### src/rtl/tilexy_cl_ack_pkg.sv
// Shared types for the cache-line write ack responder: entry layouts, ack packet
// field positions, drain FSM states and the ack port routing rule.
package tilexy_cl_ack_pkg;

    localparam int COORD_W = 5;
    localparam int DATA_W  = 528;
    localparam int ADDR_W  = 37;
    localparam int SIZE_W  = 12;
    localparam int MSK_W   = 10;
    localparam int TAG_W   = 27;

    // Ack packet bit positions; ACKPKT_SIZE is the MSB index of the packet.
    localparam int ACKPKT_SND   = 0;
    localparam int ACKPKT_TX    = 1;
    localparam int ACKPKT_TY    = 6;
    localparam int ACKPKT_TAG   = 11;
    localparam int ACKPKT_FLUSH = 38;
    localparam int ACKPKT_SIZE  = 38;

    typedef struct packed {
        logic [DATA_W-1:0]  data;
        logic [ADDR_W-1:0]  addr;
        logic [MSK_W-1:0]   msk;
        logic [COORD_W-1:0] src_ty;
        logic [COORD_W-1:0] src_tx;
    } req_ent_t;

    // Queued ack: the packet minus the snd bit, which is implied by a launch.
    typedef struct packed {
        logic               flush;
        logic [TAG_W-1:0]   tag;
        logic [COORD_W-1:0] ty;
        logic [COORD_W-1:0] tx;
    } ack_ent_t;

    typedef enum logic [1:0] {S_IDLE, S_ISSUE, S_WAIT, S_ACK} drain_st_t;

    // Returns the output port: 0 (back) when the source is at or below us, else 1.
    function automatic logic route_back(input logic [COORD_W-1:0] c, input logic [COORD_W-1:0] t);
        return c > t;
    endfunction

endpackage

### src/rtl/tilexy_cl_ack_if.sv
// Request, line-store and ack-link signals of the ack responder, bundled as one bus.
interface tilexy_cl_ack_if;
    import tilexy_cl_ack_pkg::*;

    logic                         req_en;
    logic [DATA_W-1:0]            req_data;
    logic [ADDR_W-1:0]            req_addr;
    logic [SIZE_W-1:0]            req_size;
    logic [COORD_W-1:0]           req_src_tx;
    logic [COORD_W-1:0]           req_src_ty;
    logic                         req_stall;
    logic                         err_ovf;
    logic                         mem_wr_en;
    logic [ADDR_W-1:0]            mem_wr_addr;
    logic [DATA_W-1:0]            mem_wr_data;
    logic [MSK_W-1:0]             mem_wr_msk;
    logic                         mem_wr_ack;
    logic [1:0][ACKPKT_SIZE:0]    ack_out;
    logic [1:0]                   ack_crd_in;

    modport slave (
        input  req_en, req_data, req_addr, req_size, req_src_tx, req_src_ty,
        input  mem_wr_ack, ack_crd_in,
        output req_stall, err_ovf, mem_wr_en, mem_wr_addr, mem_wr_data, mem_wr_msk, ack_out
    );

    modport master (
        output req_en, req_data, req_addr, req_size, req_src_tx, req_src_ty,
        output mem_wr_ack, ack_crd_in,
        input  req_stall, err_ovf, mem_wr_en, mem_wr_addr, mem_wr_data, mem_wr_msk, ack_out
    );

endinterface

### src/rtl/tilexy_cl_ack_ring_fifo.sv
// Circular buffer with wrap-bit pointers; the caller must not push when full
// unless it pops in the same cycle (the slot being vacated is then reused).
module tilexy_cl_ack_ring_fifo #(
    parameter int W     = 8,
    parameter int DEPTH = 8
) (
    input  logic         clk,
    input  logic         rst,
    input  logic         push,
    input  logic         pop,
    input  logic [W-1:0] din,
    output logic         full,
    output logic         empty,
    output logic [W-1:0] head
);
    localparam int AW = $clog2(DEPTH);
    localparam int PW = AW + 1;

    logic [PW-1:0] wr_q, wr_d, rd_q, rd_d;
    logic [W-1:0]  mem_q [DEPTH];

    always_comb begin
        wr_d = wr_q + PW'(push);
        rd_d = rd_q + PW'(pop);
    end

    always_ff @(posedge clk or negedge rst) begin
        if (!rst) begin
            wr_q <= '0;
            rd_q <= '0;
        end else begin
            wr_q <= wr_d;
            rd_q <= rd_d;
        end
    end

    always_ff @(posedge clk) begin
        if (push) mem_q[wr_q[AW-1:0]] <= din;
    end

    assign empty = (wr_q == rd_q);
    assign full  = (wr_q[AW] != rd_q[AW]) && (wr_q[AW-1:0] == rd_q[AW-1:0]);
    assign head  = mem_q[rd_q[AW-1:0]];

endmodule

### src/rtl/tilexy_cl_ack.sv
// Destination-tile responder: buffers delivered line writes, drains them into the
// line store and returns one credit-flow-controlled ack per request toward its source.
module tilexy_cl_ack
    import tilexy_cl_ack_pkg::*;
#(
    parameter int tile_X = 0,
    parameter int tile_Y = 0,
    parameter int IDX    = 0,
    parameter int DEPTH  = 8,
    parameter int ACKQ   = 4
) (
    input logic            clk,
    input logic            rst,
    tilexy_cl_ack_if.slave bus
);
    localparam int CW  = $clog2(ACKQ + 1);
    localparam int CSW = CW + 1;
    localparam logic [CW-1:0]      CRD_MAX = CW'(ACKQ);
    localparam logic [COORD_W-1:0] MY_C    = COORD_W'((IDX < 2) ? tile_X : tile_Y);

    req_ent_t                  rq_in, rq_head;
    logic                      rq_push, rq_pop, rq_full, rq_empty;
    ack_ent_t                  aq_in, aq_head;
    logic                      aq_push, aq_pop, aq_full, aq_empty;
    drain_st_t                 state_q, state_d;
    logic                      err_ovf_q, err_ovf_d;
    logic [1:0][CW-1:0]        crd_q, crd_d;
    logic [1:0][CSW-1:0]       crd_sum;
    logic [1:0][ACKPKT_SIZE:0] ack_out_q, ack_out_d;
    logic                      mem_wr_en, flush_only, aq_port, send;

    assign rq_in = '{data:   bus.req_data,
                     addr:   bus.req_addr,
                     msk:    bus.req_size[MSK_W-1:0],
                     src_ty: bus.req_src_ty,
                     src_tx: bus.req_src_tx};

    // A full buffer still takes a request in the cycle its head retires.
    assign rq_pop    = (state_q == S_ACK);
    assign rq_push   = bus.req_en && (!rq_full || rq_pop);
    assign err_ovf_d = err_ovf_q || (bus.req_en && rq_full && !rq_pop);

    tilexy_cl_ack_ring_fifo #(.W($bits(req_ent_t)), .DEPTH(DEPTH)) u_req_q (
        .clk(clk), .rst(rst), .push(rq_push), .pop(rq_pop), .din(rq_in),
        .full(rq_full), .empty(rq_empty), .head(rq_head)
    );

    assign flush_only = (rq_head.msk == '0);
    assign aq_in = '{flush: flush_only,
                     tag:   rq_head.addr[TAG_W-1:0],
                     ty:    rq_head.src_ty,
                     tx:    rq_head.src_tx};

    always_comb begin
        state_d   = state_q;
        mem_wr_en = 1'b0;
        aq_push   = 1'b0;
        unique case (state_q)
            // Only ACK pushes acks, so checking for room here is enough.
            S_IDLE:  if (!rq_empty && !aq_full) state_d = S_ISSUE;
            S_ISSUE: begin
                if (flush_only) begin
                    state_d = S_ACK;
                end else begin
                    mem_wr_en = 1'b1;
                    state_d   = S_WAIT;
                end
            end
            S_WAIT: begin
                mem_wr_en = 1'b1;
                if (bus.mem_wr_ack) state_d = S_ACK;
            end
            S_ACK: begin
                aq_push = 1'b1;
                state_d = S_IDLE;
            end
            default: state_d = S_IDLE;
        endcase
    end

    tilexy_cl_ack_ring_fifo #(.W($bits(ack_ent_t)), .DEPTH(ACKQ)) u_ack_q (
        .clk(clk), .rst(rst), .push(aq_push), .pop(aq_pop), .din(aq_in),
        .full(aq_full), .empty(aq_empty), .head(aq_head)
    );

    // Strict FIFO: a credit-starved head blocks acks bound for the other port.
    assign aq_port = route_back((IDX < 2) ? aq_head.tx : aq_head.ty, MY_C);
    assign send    = !aq_empty && (crd_q[aq_port] != '0);
    assign aq_pop  = send;

    always_comb begin
        crd_sum   = '0;
        crd_d     = crd_q;
        ack_out_d = '0;
        if (send) ack_out_d[aq_port] = {aq_head, 1'b1};
        for (int p = 0; p < 2; p++) begin
            crd_sum[p] = {1'b0, crd_q[p]} + CSW'(bus.ack_crd_in[p])
                       - CSW'(send && (aq_port == 1'(p)));
            crd_d[p]   = (crd_sum[p] > {1'b0, CRD_MAX}) ? CRD_MAX : crd_sum[p][CW-1:0];
        end
    end

    always_ff @(posedge clk or negedge rst) begin
        if (!rst) begin
            state_q   <= S_IDLE;
            err_ovf_q <= 1'b0;
            crd_q     <= {2{CRD_MAX}};
            ack_out_q <= '0;
        end else begin
            state_q   <= state_d;
            err_ovf_q <= err_ovf_d;
            crd_q     <= crd_d;
            ack_out_q <= ack_out_d;
        end
    end

    assign bus.req_stall   = rq_full;
    assign bus.err_ovf     = err_ovf_q;
    assign bus.mem_wr_en   = mem_wr_en;
    assign bus.mem_wr_addr = rq_head.addr;
    assign bus.mem_wr_data = rq_head.data;
    assign bus.mem_wr_msk  = rq_head.msk;
    assign bus.ack_out     = ack_out_q;

endmodule

### src/flat_wrapper.sv
// flat-port wrapper written by rule: the top's interface ports become plain ports
module tilexy_cl_ack_flat import tilexy_cl_ack_pkg::*;
#(
    parameter int tile_X = 0,
    parameter int tile_Y = 0,
    parameter int IDX    = 0,
    parameter int DEPTH  = 8,
    parameter int ACKQ   = 4
)
  (clk, rst, bus_req_en, bus_req_data, bus_req_addr, bus_req_size, bus_req_src_tx, bus_req_src_ty, bus_mem_wr_ack, bus_ack_crd_in, bus_req_stall, bus_err_ovf, bus_mem_wr_en, bus_mem_wr_addr, bus_mem_wr_data, bus_mem_wr_msk, bus_ack_out);
  tilexy_cl_ack_if bus_i ();
  input logic clk;
  input logic rst;
  input wire logic [$bits(bus_i.req_en)-1:0] bus_req_en;
  input wire logic [$bits(bus_i.req_data)-1:0] bus_req_data;
  input wire logic [$bits(bus_i.req_addr)-1:0] bus_req_addr;
  input wire logic [$bits(bus_i.req_size)-1:0] bus_req_size;
  input wire logic [$bits(bus_i.req_src_tx)-1:0] bus_req_src_tx;
  input wire logic [$bits(bus_i.req_src_ty)-1:0] bus_req_src_ty;
  input wire logic [$bits(bus_i.mem_wr_ack)-1:0] bus_mem_wr_ack;
  input wire logic [$bits(bus_i.ack_crd_in)-1:0] bus_ack_crd_in;
  output wire logic [$bits(bus_i.req_stall)-1:0] bus_req_stall;
  output wire logic [$bits(bus_i.err_ovf)-1:0] bus_err_ovf;
  output wire logic [$bits(bus_i.mem_wr_en)-1:0] bus_mem_wr_en;
  output wire logic [$bits(bus_i.mem_wr_addr)-1:0] bus_mem_wr_addr;
  output wire logic [$bits(bus_i.mem_wr_data)-1:0] bus_mem_wr_data;
  output wire logic [$bits(bus_i.mem_wr_msk)-1:0] bus_mem_wr_msk;
  output wire logic [$bits(bus_i.ack_out)-1:0] bus_ack_out;
  assign bus_i.req_en = bus_req_en;
  assign bus_i.req_data = bus_req_data;
  assign bus_i.req_addr = bus_req_addr;
  assign bus_i.req_size = bus_req_size;
  assign bus_i.req_src_tx = bus_req_src_tx;
  assign bus_i.req_src_ty = bus_req_src_ty;
  assign bus_i.mem_wr_ack = bus_mem_wr_ack;
  assign bus_i.ack_crd_in = bus_ack_crd_in;
  assign bus_req_stall = bus_i.req_stall;
  assign bus_err_ovf = bus_i.err_ovf;
  assign bus_mem_wr_en = bus_i.mem_wr_en;
  assign bus_mem_wr_addr = bus_i.mem_wr_addr;
  assign bus_mem_wr_data = bus_i.mem_wr_data;
  assign bus_mem_wr_msk = bus_i.mem_wr_msk;
  assign bus_ack_out = bus_i.ack_out;
  tilexy_cl_ack #(.tile_X(tile_X), .tile_Y(tile_Y), .IDX(IDX), .DEPTH(DEPTH), .ACKQ(ACKQ)) u_core (.clk(clk), .rst(rst), .bus(bus_i));
endmodule
### config.mk
export PLATFORM = sky130hd
export DESIGN_NAME = tilexy_cl_ack_flat
export DESIGN_NICKNAME = d
export VERILOG_FILES = /design/src/rtl/tilexy_cl_ack_pkg.sv /design/src/rtl/tilexy_cl_ack_if.sv /design/src/rtl/tilexy_cl_ack_ring_fifo.sv /design/src/rtl/tilexy_cl_ack.sv /design/src/flat_wrapper.sv
export SDC_FILE = /design/constraint.sdc
export NUM_CORES = 2
export LEC_CHECK = 0
export CAP_MARGIN = 10
export CORE_ASPECT_RATIO = 0.9
export CORE_MARGIN = 3
export CORE_UTILIZATION = 60
export DETAILED_ROUTE_END_ITERATION = 7
export GPL_TIMING_DRIVEN = 0
export PLACE_DENSITY = 0.86
export SLEW_MARGIN = 20
export SYNTH_ARGS = -nofsm -noshare
export SYNTH_HDL_FRONTEND = slang
export SYNTH_MEMORY_MAX_BITS = 65536
export SYNTH_SLANG_ARGS = --single-unit
### constraint.sdc
create_clock -name clk -period 111.8 [get_ports clk]
set_input_delay 33.54 -clock clk [delete_from_list [all_inputs] [get_ports clk]]
set_output_delay 33.54 -clock clk [all_outputs]
set_load 0.1 [all_outputs]
==> metrics.md <==
| Metric | Value |
|---|---|
| RSZ-0062 raised after global routing | no |
| I/O pin count | 1249 |
| Place WS | 72.60 ns |
| Worst Setup End Kind | primary output |
| Syn Inst Count | 7842 |
| Sum of negative setup slack | 0 ns |
| Utilization after layout | 73.1% |
| Buf+Inv Stages, Crit Path | 8 |
| Relative slew slack | 14.4% |
| Hold_buf cts | 0 |
| Commonest cells after routing, fill and taps aside | edfxtp_1 (4832), mux4_2 (1201), clkdlybuf4s50_1 (1181) |
| Vias in the first global route | 99180 |
| CP max stage cell | clkdlybuf4s50_1 |
| Post-CTS Setup Inserts | 0 |
| Final setup vio count | 0 |
| H-tree levels | 5 |
| Max Clock Skew | 0.0679 ns |
| Arr. time, crit path | 6.39 ns |
| Ys flop type | edfxtp_1 |
| Initial drt markers | 15570 |
| Die ar. | 321000 um^2 |
| Largest family of logic cells by synthesized area | multiplexers |
| Final HPWL DP | 345000 um |
| Reg2Reg Launch Point | u_core.u_ack_q.rd_q[1] |
| Cell mode on critical path | buf_2 |
| Status | completed |
| ANT nets after route | 0 |
| Hold depth | 1 |
| Startpoint types | flop |
| Placed Cells | 13624 |
| PortBufs | 1246 |
| Clock root buffer | clkbuf_16 |
| Min Clock Period, post-route | 39.93 ns |
| Synth warnings | 0 |
| Via-to-Cell Ratio | 6.79 |
| Gr ovfl total | 0 |
| Critical path required time | 78.26 ns |
| Clock sinks | 4933 |
| Fraction of the mapped netlist area in adder cells | 0.161% |
| Antenna violations before repair | 224 |
| Distinct cell type count after synthesis | 42 |
| Critical path peak fanout | 10 |
| FP Rows | 194 |
| Hold Crit Start | u_core.u_req_q.rd_q[3] |
| Max_cap viols | 0 |
| Largest net degree at the start of global routing | 64 |
| Mux share of post-synthesis cell area | 17.9% |
| Critical path class | reg2out |
| Most common cell after layout, fill and taps aside | edfxtp_1 |
| Via count | 99192 |
| Hold endpoint | u_core.u_req_q.rd_q[3] |
| CTS tree | built |
| Maximum buffer depth of the clock tree | 4 |
| Fin cells | 14612 |
| Core ar. | 312000 um^2 |
| Clock Latency Late Sink | 0.99 ns |
| Post-synth EDFFs | 4832 |
| Fmax | 0.0250 GHz |
| Die height | 538 um |
| Simple-gate portion of the synthesized area | 0.385% |
| Final WL | 572000 um |
| Worst path max stage delay | 0.98 ns |
| Worst setup margin | 71.87 ns |
| Drt drc | 0 |
| Drt first pass iters | 6 |
| FFs w/ async S/R, synth | 2.05% |
| Hold Fails Final Rpt | 0 |
| Die Width | 597 um |
| Seq/Total Area, Yosys | 78.3% |
| Total track usage | 34.6% |
| Cell Chain, Critical Path | buf_6, buf_6, buf_2, buf_2, buf_2, clkbuf_1, mux4_2, mux2_2, buf_4, clkdlybuf4s50_1 |
| Hold Path Class | reg2reg |
| Layout cells sized above 1 | 35.0% |
| Initial Util | 60.5% |
| Final nets | 10573 |
| Slew Limit Fails | 0 |
| Wire length per cell | 39.1 um |
| Compound-cell area share of the yosys netlist | 0.0657% |
| Post-synthesis register bit count | 4933 |
| XOR/XNOR share of the synthesized area | 0.0604% |
| CP top delay family | buffers and inverters |
| Synthesis-to-layout area growth | 20.7% |
| Final period utilization | 35.7% |
| CTS clk-pin slew, worst paths | 0.06 ns |
| Reg2Reg Depth | 16 |
| Syn_area_per_cell | 24.0 um^2 |
| Cell Area, Synth | 189000 um^2 |
| CTS buffer count | 447 |
| Gpl congestion | 0.826 |
| Post-CTS sizing | 0 |
| First-pass GRT wire length | 777000 um |
| Reg2Reg Setup Slack | 105.88 ns |
| FF-to-FF End | u_core.crd_q[1] |
| Measured slew at the worst slew-check pin | 1.28 ns |
==> layout make-up <==
cell class	instances	area [um^2]
inverters	17	63.8
multi-input cells	1977	35200
plain buffers	919	5800
flip-flops and latches	4933	148000
well taps	4116	5150
clock buffers	558	11700
diodes	169	423
fillers	15306	84000
repair buffers	1662	19000
clock inverters	261	2720
==> metrics by stage <==
| stage | hold slack [ns] | area, um^2 |
|---|---|---|
| 2_1_floorplan | 0.462 | 189000 |
| 3_3_place_gp | 0.461 | 206000 |
| 3_5_place_dp | 0.475 | 213000 |
| 4_1_cts | 0.500 | 227000 |
| 5_1_grt | 0.527 | 228000 |
| 6_report | 0.507 | 228000 |
==> cell usage after synthesis, drive strengths merged (4+ instances only) <==
cell type | count | area [um^2]
edfxtp | 4832 | 145000
mux4 | 1208 | 27200
buf | 769 | 5210
mux2 | 586 | 6600
clkbuf | 150 | 563
dfrtp | 99 | 2480
and2 | 37 | 231
and3 | 36 | 225
ha | 21 | 263
inv | 17 | 63.8
nor2 | 16 | 60.1
xor2 | 10 | 87.6
nand2 | 9 | 33.8
nor3 | 8 | 45.0
a211oi | 4 | 30.0
a21oi | 4 | 20.0
o21ai | 4 | 20.0
==> flip-flops by register name (all words and copies together) (netlist names) <==
signal	count
u_core.u_ack_q.mem_q	152
u_core.u_req_q.mem_q	4680
u_core.u_req_q.wr_q	4
u_core.u_ack_q.rd_q	3
u_core.state_q	2
u_core.u_ack_q.wr_q	3
u_core.crd_q	6
u_core.u_req_q.rd_q	4
u_core.bus.ack_out	78
u_core.bus.err_ovf	1
==> worst register-to-register path, delay by kind of cell (launching register included) <==
family          cells  cell delay [ns]
flops               1             0.48
buf+inv             4             1.24
compound gates      3             0.65
mux                 1             0.51
fa+ha+maj           3             0.97
simple gates        5             2.01
==> how the worst max path moves through the flow <==
stage	end	depth (start not counted)	start	slack (ns)
final	bus_mem_wr_data[440]	10	u_core.u_req_q.rd_q[1]	71.87
after global routing	bus_mem_wr_data[440]	10	u_core.u_req_q.rd_q[1]	71.68
after CTS	bus_mem_wr_data[518]	10	u_core.u_req_q.rd_q[1]	71.57
after detailed placement	bus_mem_wr_data[518]	10	u_core.u_req_q.rd_q[1]	72.60
after global placement	u_core.u_req_q.mem_q[1][509]	4	bus_req_en	-5.13
after floorplan	u_core.u_req_q.mem_q[0][0]	3	bus_req_en	36.30
==> per-layer routing <==
metal  track usage, %  wire [um]
met1             41.9     176000
met3             10.6      73500
met5                0        902
met4             19.6      41400
met2             55.9     280000
==> kinds of logic (layout without fill, tap and decap cells) <==
group                      count (synthesis)  after routing
DFF                                     4933           4933
muxes                                   1795           1795
buffers and inverters                    936           3417
and+or+nand+nor                          123            123
adders and majority gates                 23             23
AOI/OAI and AO/OA                         18             18
xor gates and xnor gates                  13             13
other                                      1            174
Power is not shown: default switching activity piles up to over one toggle a cycle in this logic, so the estimate is an artifact.
